==> src/rtl/programmable_frequency_divisor.sv <==
// Runtime-programmable clock divider: square-wave enable clock plus tick,
// with continuous / one-shot modes, pause via enable, and abort via load.
module programmable_frequency_divisor #(
   parameter int               WIDTH       = 26,
   parameter logic [WIDTH-1:0] DEFAULT_DIV = WIDTH'(25000000)
) (
   input  logic             clk50,
   input  logic             reset,
   input  logic             enable,
   input  logic             load,
   input  logic [WIDTH-1:0] div_value,
   input  logic             mode,
   input  logic             start,
   output logic             clk,
   output logic             tick,
   output logic             busy,
   output logic             done,
   output logic             load_err,
   output logic [WIDTH-1:0] div_active
);

   logic [WIDTH-1:0] r_counter;
   logic [WIDTH-1:0] r_div_active;
   logic             r_clk;
   logic             r_tick;
   logic             r_busy;
   logic             r_done;
   logic             r_load_err;

   logic             w_load_ok;
   logic             w_load_bad;
   logic             w_start_ok;
   logic             w_count;
   logic             w_wrap;
   logic [WIDTH-1:0] w_div_m1;

   // A zero load is rejected but still outranks start, so start is dropped.
   assign w_load_ok  = load && (div_value != '0);
   assign w_load_bad = load && (div_value == '0);
   assign w_start_ok = start && mode && !r_busy && !load;
   assign w_count    = enable && (r_busy || !mode);
   assign w_div_m1   = r_div_active - {{(WIDTH-1){1'b0}}, 1'b1};
   assign w_wrap     = (r_counter == w_div_m1);

   always_ff @(posedge clk50) begin
      if (reset) begin
         r_counter    <= '0;
         r_div_active <= DEFAULT_DIV;
         r_clk        <= 1'b0;
         r_tick       <= 1'b0;
         r_busy       <= 1'b0;
         r_done       <= 1'b0;
         r_load_err   <= 1'b0;
      end else begin
         r_tick     <= 1'b0;
         r_done     <= 1'b0;
         r_load_err <= 1'b0;
         if (w_load_ok) begin
            r_div_active <= div_value;
            r_counter    <= '0;
            r_clk        <= 1'b0;
            r_busy       <= 1'b0;
         end else begin
            if (w_load_bad)
               r_load_err <= 1'b1;
            if (w_start_ok) begin
               r_counter <= '0;
               r_clk     <= 1'b0;
               r_busy    <= 1'b1;
            end else if (w_count) begin
               if (!w_wrap) begin
                  r_counter <= r_counter + {{(WIDTH-1){1'b0}}, 1'b1};
               end else begin
                  r_counter <= '0;
                  r_clk     <= !r_clk;
                  // Rising half of the wave emits tick; falling half ends a one-shot.
                  if (!r_clk)
                     r_tick <= 1'b1;
                  else if (r_busy) begin
                     r_busy <= 1'b0;
                     r_done <= 1'b1;
                  end
               end
            end
         end
      end
   end

   assign clk        = r_clk;
   assign tick       = r_tick;
   assign busy       = r_busy;
   assign done       = r_done;
   assign load_err   = r_load_err;
   assign div_active = r_div_active;

endmodule

==> config.mk <==
export PLATFORM = sky130hd
export DESIGN_NAME = programmable_frequency_divisor
export DESIGN_NICKNAME = d
export VERILOG_FILES = /design/src/rtl/programmable_frequency_divisor.sv
export SDC_FILE = /design/constraint.sdc
export NUM_CORES = 1
export LEC_CHECK = 0
export CAP_MARGIN = 20
export CORE_MARGIN = 4
export CORE_UTILIZATION = 50
export CTS_CLUSTER_DIAMETER = 80
export CTS_CLUSTER_SIZE = 16
export DETAILED_ROUTE_END_ITERATION = 16
export PLACE_DENSITY_LB_ADDON = 0.12
export SYNTH_ARGS = -nofsm -noshare
export SYNTH_HDL_FRONTEND = slang
export SYNTH_SLANG_ARGS = --single-unit
export TNS_END_PERCENT = 100
==> constraint.sdc <==
create_clock -name clk50 -period 4.1 [get_ports clk50]
set_input_delay 0.41 -clock clk50 [delete_from_list [all_inputs] [get_ports clk50]]
set_output_delay 0.41 -clock clk50 [all_outputs]
set_load 0.01 [all_outputs]
After elaboration in Yosys (flattened, before gate mapping) --
Cells that the tools add are included.
Cells by class: bitwise operators 3, multiplexer cells 8, reduce and logical (&&, ||, !) cells 22, $add $sub $neg 2, equal/unequal tests 1
Operators by type and width (number):
- $add A26 B1 Y26 const B | 1
- $eq A26 B26 Y1 | 1
- $logic_not A26 Y1 | 1
- $mux W26 | 1
- $reduce_bool A26 Y1 | 1
- $sub A26 B1 Y26 const B | 1
- $mux W1 | 7
- $logic_and A1 B1 Y1 | 6
- $reduce_bool A2 Y1 | 3
- $reduce_or A6 Y1 | 1
- $reduce_or A5 Y1 | 1
- $logic_not A1 Y1 | 4
- $not A1 Y1 | 3
- $reduce_and A3 Y1 | 1
- $reduce_or A3 Y1 | 1
- $reduce_and A2 Y1 | 1
- $reduce_or A2 Y1 | 1
- $logic_or A1 B1 Y1 | 1
Storage, ports and cells: word-level logic and storage cells 43, flip-flop bits (word level) 57, output and inout port bits 31

Longest topological paths before layout --
word-level depth 5, gate-level depth with buffers 10, gate-level depth less buffers 9

Least setup slack after synthesis --
OpenSTA, ideal clock, no wires.
path type reg2reg, start point register r_div_active[2], in the netlist div_active[2], end point register r_counter[10], arrival time 3.328 ns, path slack 0.631 ns, stages on the path, launching flop included 11, period minus slack after synthesis 3.469 ns, path buffers 3, library setup time 0.141 ns, path through dfxtp_1 buf_6 or4_4 buf_6 or4_4 a222oi_1 o211ai_1 or4b_4 a2111oi_4 buf_6 nor3_2
Between the ends: word-level cells in the longest chain between the ends 3
Ends and longest elaborated chain:
- start, declared | line 23 | logic [WIDTH-1:0] r_div_active;
- start signal, assigned | line 59 | r_div_active <= div_value;
- $sub A26 B1 Y26 | line 42 | assign w_div_m1 = r_div_active - {{(WIDTH-1){1'b0}}, 1'b1};
- $eq A26 B26 Y1 | line 43 | assign w_wrap = (r_counter == w_div_m1);
- $mux W26 | line 71 | if (!w_wrap) begin
- end signal, assigned | line 72 | r_counter <= r_counter + {{(WIDTH-1){1'b0}}, 1'b1};
- end, declared | line 22 | logic [WIDTH-1:0] r_counter;
Every way passes these cells. A chain may end at the register's enable or synchronous reset.

Worst setup path in the final report --
start point register r_div_active[4], in the netlist div_active[4], end point register r_clk, in the netlist clk
Between the ends: word-level cells in the longest chain between the ends 3
Ends and longest elaborated chain:
- $sub A26 B1 Y26 | line 42
- $eq A26 B26 Y1 | line 43
- $reduce_and A2 Y1 (no source line)
- end signal, assigned | line 75 | r_clk <= !r_clk;
- end, declared | line 24 | logic r_clk;
Every way passes these cells.

==> flow_summary.yaml <==
run_status:
  status: "complete, no violations"
finish:
  drive_gt1_share_pct: 10.9
  area_delta_synth_final_pct: 24.6
  antenna_cells: 0
  regArea_um2: 1140
  multi_input_area_um2: 2190
  fillers: 608
  layout.nets: 500
  final_area_um2: 4360
logic_synthesis:
  synth_flop_cell: "dfxtp_1"
  synth_xor_area_share_pct: 14.5
  synth-edff-count: 0
  synth_top_family_by_area: "simple AND/OR/NAND/NOR gates"
  async_reset_ff_share_pct: 0
  yosys.area_share.adder_pct: 0.715
  yosysWarnings: 0
  syn_nets: 444
  synth-simple-area-share_pct: 33.0
  synth_mux_area_share_pct: 3.43
  ys_ff_latch: 57
  synth_cell_types: 52
  postSynthAreaPerCell_um2: 8.54
  synth-seq-area-share_pct: 32.6
  syn-instance-count: 410
  synth_compound_area_share_pct: 10.9
  syn_area_um2: 3500
worst_setup_path:
  path_class: "flop to flop"
  cp_cell_sequence: "or4_1 > or4_4 > a222oi_1 > o211ai_1 > or4b_4 > a2111oi_4 > buf_4 > mux2i_1"
  path_max_fanout: 14
  critPathLaunch: "div_active[4]$_SDFFE_PP0P_"
  r2r_slack_ns: 0.53
  arrival_ns: 3.84
  critPathRequiredTime_ns: 4.37
  cp-start-kind: "flop"
  slowest_stage: "or4_1"
  max_stage_delay_ns: 0.70
  r2r-start: "div_active[4]$_SDFFE_PP0P_"
  endpoint: "clk$_SDFFE_PP0P_"
  rr_endpoint: "clk$_SDFFE_PP0P_"
  crit_path_end_kind: "flop"
  reg2regPathDepth: 8
sta:
  finalSetupViolCount: 0
  finalCritPeriodShare_pct: 87.0
  relSlewSlack_pct: 47.9
  max_freq_mhz: 280
  hold_viol_final: 0
  tns_ns: 0
  period_minus_slack_ns: 3.57
  clock_skew_ns: 0.00629
  worst_pin_slew_ns: 0.774
  rsz0062_at_grt: "no"
  drv_slew: 0
route:
  drt-vias-per-instance: 5.75
  drt_wl_total_um: 9300
  final_antenna_net_count: 0
  drc: 0
  wire_per_inst_um: 16.4
  drtIter0Drc: 216
  num_vias: 3253
  drt_pass1_iterations: 4
pwr:
  leakage_nw: 1.51
  ir_worst_vdd_mv: 0.240
  power_density_nw_per_um2: 307
floorplan:
  die_w_um: 91.7
  fp-row-count: 30
  die_height_um: 91.7
  start_util_pct: 51.5
  io_pins: 63
  dieArea_um2: 8410
  core_area_um2: 6790
grt:
  grt_max_degree: 37
  first_global_vias: 3184
  grt_pass1_wl_um: 15400
  antenna_found_initial: 0
  grtUsageTotal_pct: 22.5
  overflow: 0
place:
  post_dp_cell_area_um2: 4170
  io_buffers: 62
  place.detailed.hpwl_um: 6950
  routabilityCongestion: 0.902
job:
  cap_violations: 0
hold_path:
  hp-start: "busy$_SDFFE_PP0P_"
  hold_class: "flop to flop"
cts:
  clockBufferDepth: 2
  clk_latency_ns: 0.34
  cts_setup_buffers: 0
  tritoncts: "built"
  cts_resized: 0
  root_buffer: "clkbuf_8"
  hold_buffers: 0
  htreeDepth: 3
  cts_made_buffers: 9
  path_clk_slew_ns: 0.07
  clock_sinks: 57
final cells by class:
class	count	share of cell area, %
Multi-Input combinational cell	316	50.3
Sequential cell	57	26.1
Timing Repair Buffer	67	15.1
Clock buffer	12	3.56
Tap cell	96	2.75
Inverter	15	1.29
Clock inverter	3	0.917
registers in the layout (all words and copies together) (netlist names):
name	flops
tick	1
done	1
busy	1
div_active	26
r_counter	26
clk	1
load_err	1
layer usage:
layer | share of wire (%) | wire length, um | track usage [%] | vias up
met5 | 0 | 0 | 0 | -
met4 | 3.3 | 311 | 11.1 | 0
met3 | 4.9 | 458 | 4.35 | 25
met2 | 48 | 4490 | 37.6 | 98
met1 | 43 | 4040 | 27.7 | 1540
li1 | - | - | - | 1590
critical path: cells and delay by family (launching register included):
kind / cells / cell delay (ns)
compound gates: 3 / 0.83
buf+inv: 1 / 0.31
flops: 1 / 0.38
mux: 1 / 0.19
simple gates: 3 / 1.80
through the flow:
stage | hold WS (ns) | worst slack [ns] | power [mW] | utilization (%) | cells
5_1_grt | 0.513 | 0.386 | 1.40 | 64.2 | 566
6_report | 0.472 | 0.533 | 1.34 | 64.2 | 566
3_5_place_dp | 0.467 | 0.597 | 0.821 | 61.4 | 551
2_1_floorplan | 0.475 | 0.631 | 0.727 | - | 410
3_3_place_gp | 0.459 | 0.659 | 0.816 | 61.4 | 551
4_1_cts | 0.478 | 0.561 | 1.35 | 64.2 | 566
cells in the final DEF, fill, tap and decap left out, drive strengths merged, types with 7 or more instances in the layout:
cell type      count
a211o             15
and3               7
clkbuf            12
clkdlybuf4s50     62
dfxtp             57
inv               15
mux2i             12
nand2             30
nand3             16
nand4             14
nor2              34
nor3              37
nor4              15
o21ai             10
or4                7
xnor2             29
xor2              29
where the power goes:
part	switching, mW	internal (mW)	total (mW)	leakage [nW]
Clock	0.221	0.309	0.530	0.102
Combinational	0.0994	0.106	0.206	0.943
Sequential	0.0342	0.571	0.605	0.465
Total	0.355	0.986	1.34	1.51
cells by family after synthesis:
group | count (synthesis)
XOR/XNOR | 58
AND/OR/NAND/NOR | 194
multiplexers | 12
flip-flops | 57
AO/OA/AOI/OAI | 50
buffers and inverters | 37
adder cells (fa/ha/maj) | 2
worst min-delay path by stage:
stage	slack (ns)	depth (start not counted)	end
3_3_place_gp	0.46	2	done$_SDFF_PP0_
5_1_grt	0.51	2	done$_SDFF_PP0_
6_report	0.47	2	done$_SDFF_PP0_
2_1_floorplan	0.48	2	done$_SDFF_PP0_
4_1_cts	0.48	2	done$_SDFF_PP0_
3_5_place_dp	0.47	2	done$_SDFF_PP0_
cells in the mapped netlist, types with 5 or more instances:
master,number,area (um2)
a211o_1,14,123
a21oi_1,6,30.0
and2_1,5,31.3
and3_1,7,43.8
clkbuf_1,16,60.1
dfxtp_1,57,1140
inv_1,15,56.3
mux2i_1,12,120
nand2_1,30,113
nand3_1,16,80.1
nand4_1,14,87.6
nor2_1,34,128
nor3_1,17,85.1
nor3_2,20,200
nor4_1,14,87.6
o21ai_0,9,45.0
or4_1,5,37.5
xnor2_1,29,254
xor2_1,29,254
Power figures use the tool's default switching activity.
